==> config.mk <==
export PLATFORM = sky130hd
export DESIGN_NAME = writeback_stage
export DESIGN_NICKNAME = d
export VERILOG_FILES = /design/src/rtl/writeback_stage.sv
export SDC_FILE = /design/constraint.sdc
export NUM_CORES = 1
export LEC_CHECK = 0
export CAP_MARGIN = 10
export CORE_ASPECT_RATIO = 0.7
export CORE_MARGIN = 4
export CORE_UTILIZATION = 30
export DETAILED_ROUTE_END_ITERATION = 8
export PLACE_DENSITY = 0.49
export SETUP_SLACK_MARGIN = 0.5
export SYNTH_ARGS = -nofsm -noshare
export SYNTH_HDL_FRONTEND = slang
export SYNTH_SLANG_ARGS = --single-unit
==> constraint.sdc <==
create_clock -name clk -period 3 [get_ports clk]
set_input_delay 0.6 -clock clk [delete_from_list [all_inputs] [get_ports clk]]
set_output_delay 0.6 -clock clk [all_outputs]
set_load 0.02 [all_outputs]
==> src/rtl/writeback_stage.sv <==
// writeback_stage
//   Merges ALU results and memory-load results onto the register file's
//   single write port. ALU results are never stalled and always take the
//   port. Load results are buffered in a small FIFO behind a valid/ready
//   handshake. A younger ALU write cancels any queued load that targets the
//   same register. The write port (writeEnable/writeAddr/d) is registered.
//
// Ports
//   clk, reset          rising-edge clock, synchronous active-high reset
//   alu_valid/dest/data ALU result, accepted unconditionally
//   mem_valid/dest/data load result offer
//   mem_ready           load accepted when mem_valid & mem_ready
//   writeEnable         register file write strobe
//   writeAddr, d        register file write address / data
//   fifo_count          buffered entries, including cancelled ones
module writeback_stage #(
  parameter int DATA_W     = 16,
  parameter int ADDR_W     = 3,
  parameter int FIFO_DEPTH = 4
) (
  input  logic                          clk,
  input  logic                          reset,
  input  logic                          alu_valid,
  input  logic [ADDR_W-1:0]             alu_dest,
  input  logic [DATA_W-1:0]             alu_data,
  input  logic                          mem_valid,
  output logic                          mem_ready,
  input  logic [ADDR_W-1:0]             mem_dest,
  input  logic [DATA_W-1:0]             mem_data,
  output logic                          writeEnable,
  output logic [ADDR_W-1:0]             writeAddr,
  output logic [DATA_W-1:0]             d,
  output logic [$clog2(FIFO_DEPTH):0]   fifo_count
);

  localparam int PTR_W = $clog2(FIFO_DEPTH);
  localparam int CNT_W = PTR_W + 1;

  // FIFO storage: destination/data kept in arrays, the per-entry valid bits
  // live in a flop vector so every entry can be cancelled in parallel.
  logic [ADDR_W-1:0]     dest_mem [FIFO_DEPTH];
  logic [DATA_W-1:0]     data_mem [FIFO_DEPTH];
  logic [FIFO_DEPTH-1:0] valid_reg, valid_next;

  logic [PTR_W-1:0] rd_ptr_reg, rd_ptr_next;
  logic [PTR_W-1:0] wr_ptr_reg, wr_ptr_next;
  logic [CNT_W-1:0] count_reg, count_next;

  logic              we_reg, we_next;
  logic [ADDR_W-1:0] addr_reg, addr_next;
  logic [DATA_W-1:0] d_reg, d_next;

  logic push;
  logic pop;
  logic head_valid;
  logic push_cancelled;

  // Ready depends only on occupancy; a pop in the same cycle does not free
  // a slot for reuse until the next cycle.
  assign mem_ready  = (count_reg != CNT_W'(FIFO_DEPTH));
  assign push       = mem_valid && mem_ready;
  // The head only gets the port when the ALU is idle.
  assign pop        = !alu_valid && (count_reg != '0);
  assign head_valid = valid_reg[rd_ptr_reg];
  // A load arriving alongside an ALU write to the same register is older,
  // so it is stored already cancelled.
  assign push_cancelled = alu_valid && (mem_dest == alu_dest);

  // Per-entry valid bit update: new loads, WAW cancellation, and pop.
  for (genvar gi = 0; gi < FIFO_DEPTH; gi++) begin : g_entry
    logic load_here;
    logic kill;
    logic popped_here;
    assign load_here   = push && (wr_ptr_reg == PTR_W'(gi));
    assign kill        = alu_valid && valid_reg[gi] && (dest_mem[gi] == alu_dest);
    assign popped_here = pop && (rd_ptr_reg == PTR_W'(gi));
    assign valid_next[gi] = load_here ? !push_cancelled :
                            (kill || popped_here) ? 1'b0 : valid_reg[gi];
  end

  always_comb begin
    rd_ptr_next = rd_ptr_reg;
    wr_ptr_next = wr_ptr_reg;
    count_next  = count_reg;
    we_next     = 1'b0;
    addr_next   = addr_reg;
    d_next      = d_reg;

    if (push) begin
      wr_ptr_next = wr_ptr_reg + 1'b1;
    end
    if (pop) begin
      rd_ptr_next = rd_ptr_reg + 1'b1;
    end
    case ({push, pop})
      2'b10:   count_next = count_reg + 1'b1;
      2'b01:   count_next = count_reg - 1'b1;
      default: count_next = count_reg;
    endcase

    // Port arbitration: ALU, then a live head; a cancelled head is dropped
    // silently and address/data hold their previous value.
    if (alu_valid) begin
      we_next   = 1'b1;
      addr_next = alu_dest;
      d_next    = alu_data;
    end else if (pop && head_valid) begin
      we_next   = 1'b1;
      addr_next = dest_mem[rd_ptr_reg];
      d_next    = data_mem[rd_ptr_reg];
    end
  end

  // Payload storage needs no reset: an entry is only read while its slot is
  // counted as occupied.
  always_ff @(posedge clk) begin
    if (push) begin
      dest_mem[wr_ptr_reg] <= mem_dest;
      data_mem[wr_ptr_reg] <= mem_data;
    end
  end

  always_ff @(posedge clk) begin
    if (reset) begin
      valid_reg  <= '0;
      rd_ptr_reg <= '0;
      wr_ptr_reg <= '0;
      count_reg  <= '0;
      we_reg     <= 1'b0;
      addr_reg   <= '0;
      d_reg      <= '0;
    end else begin
      valid_reg  <= valid_next;
      rd_ptr_reg <= rd_ptr_next;
      wr_ptr_reg <= wr_ptr_next;
      count_reg  <= count_next;
      we_reg     <= we_next;
      addr_reg   <= addr_next;
      d_reg      <= d_next;
    end
  end

  assign writeEnable = we_reg;
  assign writeAddr   = addr_reg;
  assign d           = d_reg;
  assign fifo_count  = count_reg;

endmodule
==> results.json <==
{
  "yosysWarningCount": 0,
  "hold_end": "valid_reg[2]",
  "area_growth_pct": 25.0,
  "num_rows": 37,
  "ir_drop_mv": 0.264,
  "yosysTopAreaCell": "edfxtp_1",
  "synth_area_leaders": "edfxtp_1 (49%), dfxtp_1 (14%), mux4_2 (9.7%)",
  "overflow": 0,
  "drive_above_1_share_pct": 18.8,
  "comb_power_share_pct": 27.7,
  "grt_pass1_wl_um": 16600,
  "seq_area_frac_synth_pct": 63.2,
  "largest_reg_flops": 64,
  "finalHoldViolCount": 0,
  "final_common_cell": "edfxtp_1",
  "core-area_mm2": 0.0150,
  "finalClockSkew_ns": 0.00874,
  "firstDrtPassIters": 4,
  "clkTransAtPathRegs_ns": 0.07,
  "layout_common_cells": "edfxtp_1 (76), clkdlybuf4s50_1 (63), nor2_1 (46)",
  "critPathArrivalTime_ns": 2.59,
  "place_congestion": 0.721,
  "num_antenna_cells": 0,
  "fin_nets": 430,
  "vias": 2747,
  "antenna_found_initial": 0,
  "drt_iter0_drc": 114,
  "status": "finished clean",
  "hp-class": "register to register",
  "fin_tns_setup_ns": 0,
  "worst_slack_ns": 0.681,
  "ctsRootBufferMaster": "clkbuf_16",
  "power_density_mw_per_mm2": 734,
  "min_period_ns": 2.32,
  "ys_types": 30,
  "tritoncts": "done",
  "slew_viol_final": 0,
  "critPathLaunchType": "register",
  "cts_buffers": 9,
  "post-place-ws_ns": 0.474,
  "r2r_cells": 9,
  "finalSetupViolCount": 0,
  "min_from": "valid_reg[2]",
  "post-cts-setup-buffer-count": 0,
  "period_share_pct": 77.3,
  "crit_required_ns": 3.27,
  "p_clk_share_pct": 27.4,
  "postRouteAntennaNets": 0,
  "nFillCells": 1404,
  "reg2reg_from": "fifo_count[2]",
  "ioPinCount": 66,
  "fp.dieH_um": 112,
  "cts_resized": 0,
  "holdBufCountCts": 0,
  "place.port_buffers": 65,
  "p_sw_share_pct": 28.8,
  "reg2reg_slack_ns": 0.68,
  "place_inst": 562,
  "ys_ff_latch": 109,
  "syn-num-nets": 362,
  "die_w_um": 157,
  "maxCapViolations": 0,
  "seqPwrFrac_pct": 44.9,
  "fmax_mhz": 431,
  "drc": 0,
  "timing.hold.ws_ns": 0.494,
  "min_path_cells": 2,
  "reg2reg_to": "fifo_count[2]",
  "grt_max_degree": 44,
  "wl_per_cell_um": 18.3,
  "critical_path_class": "register to register",
  "synth.top_cell.area_share_pct": 49.0,
  "syn_avg_cell_area_um2": 15.0,
  "syn_area_mm2": 0.00466,
  "clockBufferDepth": 2,
  "initial_utilization_pct": 31.1,
  "die-area_mm2": 0.0176,
  "clock_latency_ns": 0.34,
  "rsz0062_at_grt": "false",
  "grtUsageTotal_pct": 12.3,
  "hpwl_um": 6970,
  "p_switching_mw": 1.23,
  "post-route-util_pct": 38.9,
  "leakage_nw": 1.90,
  "p_int_mw": 3.04,
  "fin_cells": 578,
  "synth_cells": 310,
  "cts_sinks": 109,
  "viasPerCell": 4.75,
  "slew_headroom_pct": 54.9,
  "wl_um": 10600,
  "h-tree-depth": 3,
  "cp_max_fo": 6,
  "end_kind": "register",
  "grt_pass1_vias": 2887,
  "worst_pin_slew_ns": 0.668
}
==> logic make-up (layout without fill, tap and decap cells) <==
family / count (synthesis) / count (layout) / synth area share (%)
multiplexers: 25 / 25 / 10.7
buffers and inverters: 37 / 110 / 3.84
adder cells (fa/ha/maj): 10 / 10 / 2.85
XOR/XNOR: 19 / 19 / 3.57
flip-flops: 109 / 109 / 63.2
AND/OR/NAND/NOR: 80 / 80 / 7.74
AO/OA/AOI/OAI: 30 / 30 / 8.04
==> cell usage after synthesis (all sizes together) <==
cell,instances
edfxtp,76
nand2b,1
a2111oi,19
inv,15
dfxtp,33
fa,1
nand4,4
ha,9
a21boi,1
or2,1
mux4,20
mux2i,5
o41ai,1
buf,9
nor2,46
a21oi,4
xnor2,14
xor2,5
clkbuf,13
nand2,3
and2,4
or3,1
nor3,20
o2111ai,4
o21ai,1
==> power groups by stage <==
stage	clock network [mW]	registers, mW	logic, mW
floorplan	0	1.99	0.774
global placement	0	1.94	1.21
detailed placement	0	1.95	1.20
CTS	1.22	1.92	1.21
global route	1.27	1.94	1.30
finish	1.17	1.92	1.18
==> worst max-delay path, stage by stage, from the launching register on <==
cell and delay (ns):
dfxtp_1 0.44, nor3_1 0.10, or2_2 0.34, inv_1 0.13, ha_1 0.19, inv_1 0.06, fa_1 0.37, xor2_1 0.16
or3_1 0.31, a21oi_1 0.15
==> layout make-up <==
type | instances | area, um2 | area share (%)
inverters | 15 | 56.3 | 0.968
flip-flops and latches | 109 | 2940 | 50.6
clock buffers | 12 | 246 | 4.24
clock inverters | 4 | 48.8 | 0.839
well taps | 195 | 244 | 4.19
repair buffers | 79 | 746 | 12.8
multi-input cells | 164 | 1530 | 26.4
==> how the worst max path moves through the flow <==
stage,startpoint,end,slack [ns],cells past startpoint
6_report,fifo_count[2],fifo_count[2],0.68,9
4_1_cts,fifo_count[1],fifo_count[2],0.68,9
5_1_grt,fifo_count[1],fifo_count[2],0.52,9
3_3_place_gp,mem_valid,fifo_count[2],0.55,9
3_5_place_dp,mem_valid,fifo_count[2],0.47,9
2_1_floorplan,alu_valid,fifo_count[2],0.51,10
==> per-stage QoR <==
step                total power, mW  area, um2
floorplan                      2.76       4660
detailed placement             3.15       5520
finish                         4.27       5820
global placement               3.15       5520
CTS                            4.35       5820
global route                   4.51       5820
==> metal layers <==
metal  vias up  wire length [um]  global-route usage (%)
li1       1292                 -                       -
met1      1367              5120                    17.1
met2        79              4620                    18.5
met3         9               723                    4.32
met4         0               107                    2.95
met5         -                 0                       0
Note: power is estimated with default switching activity, not from simulation.
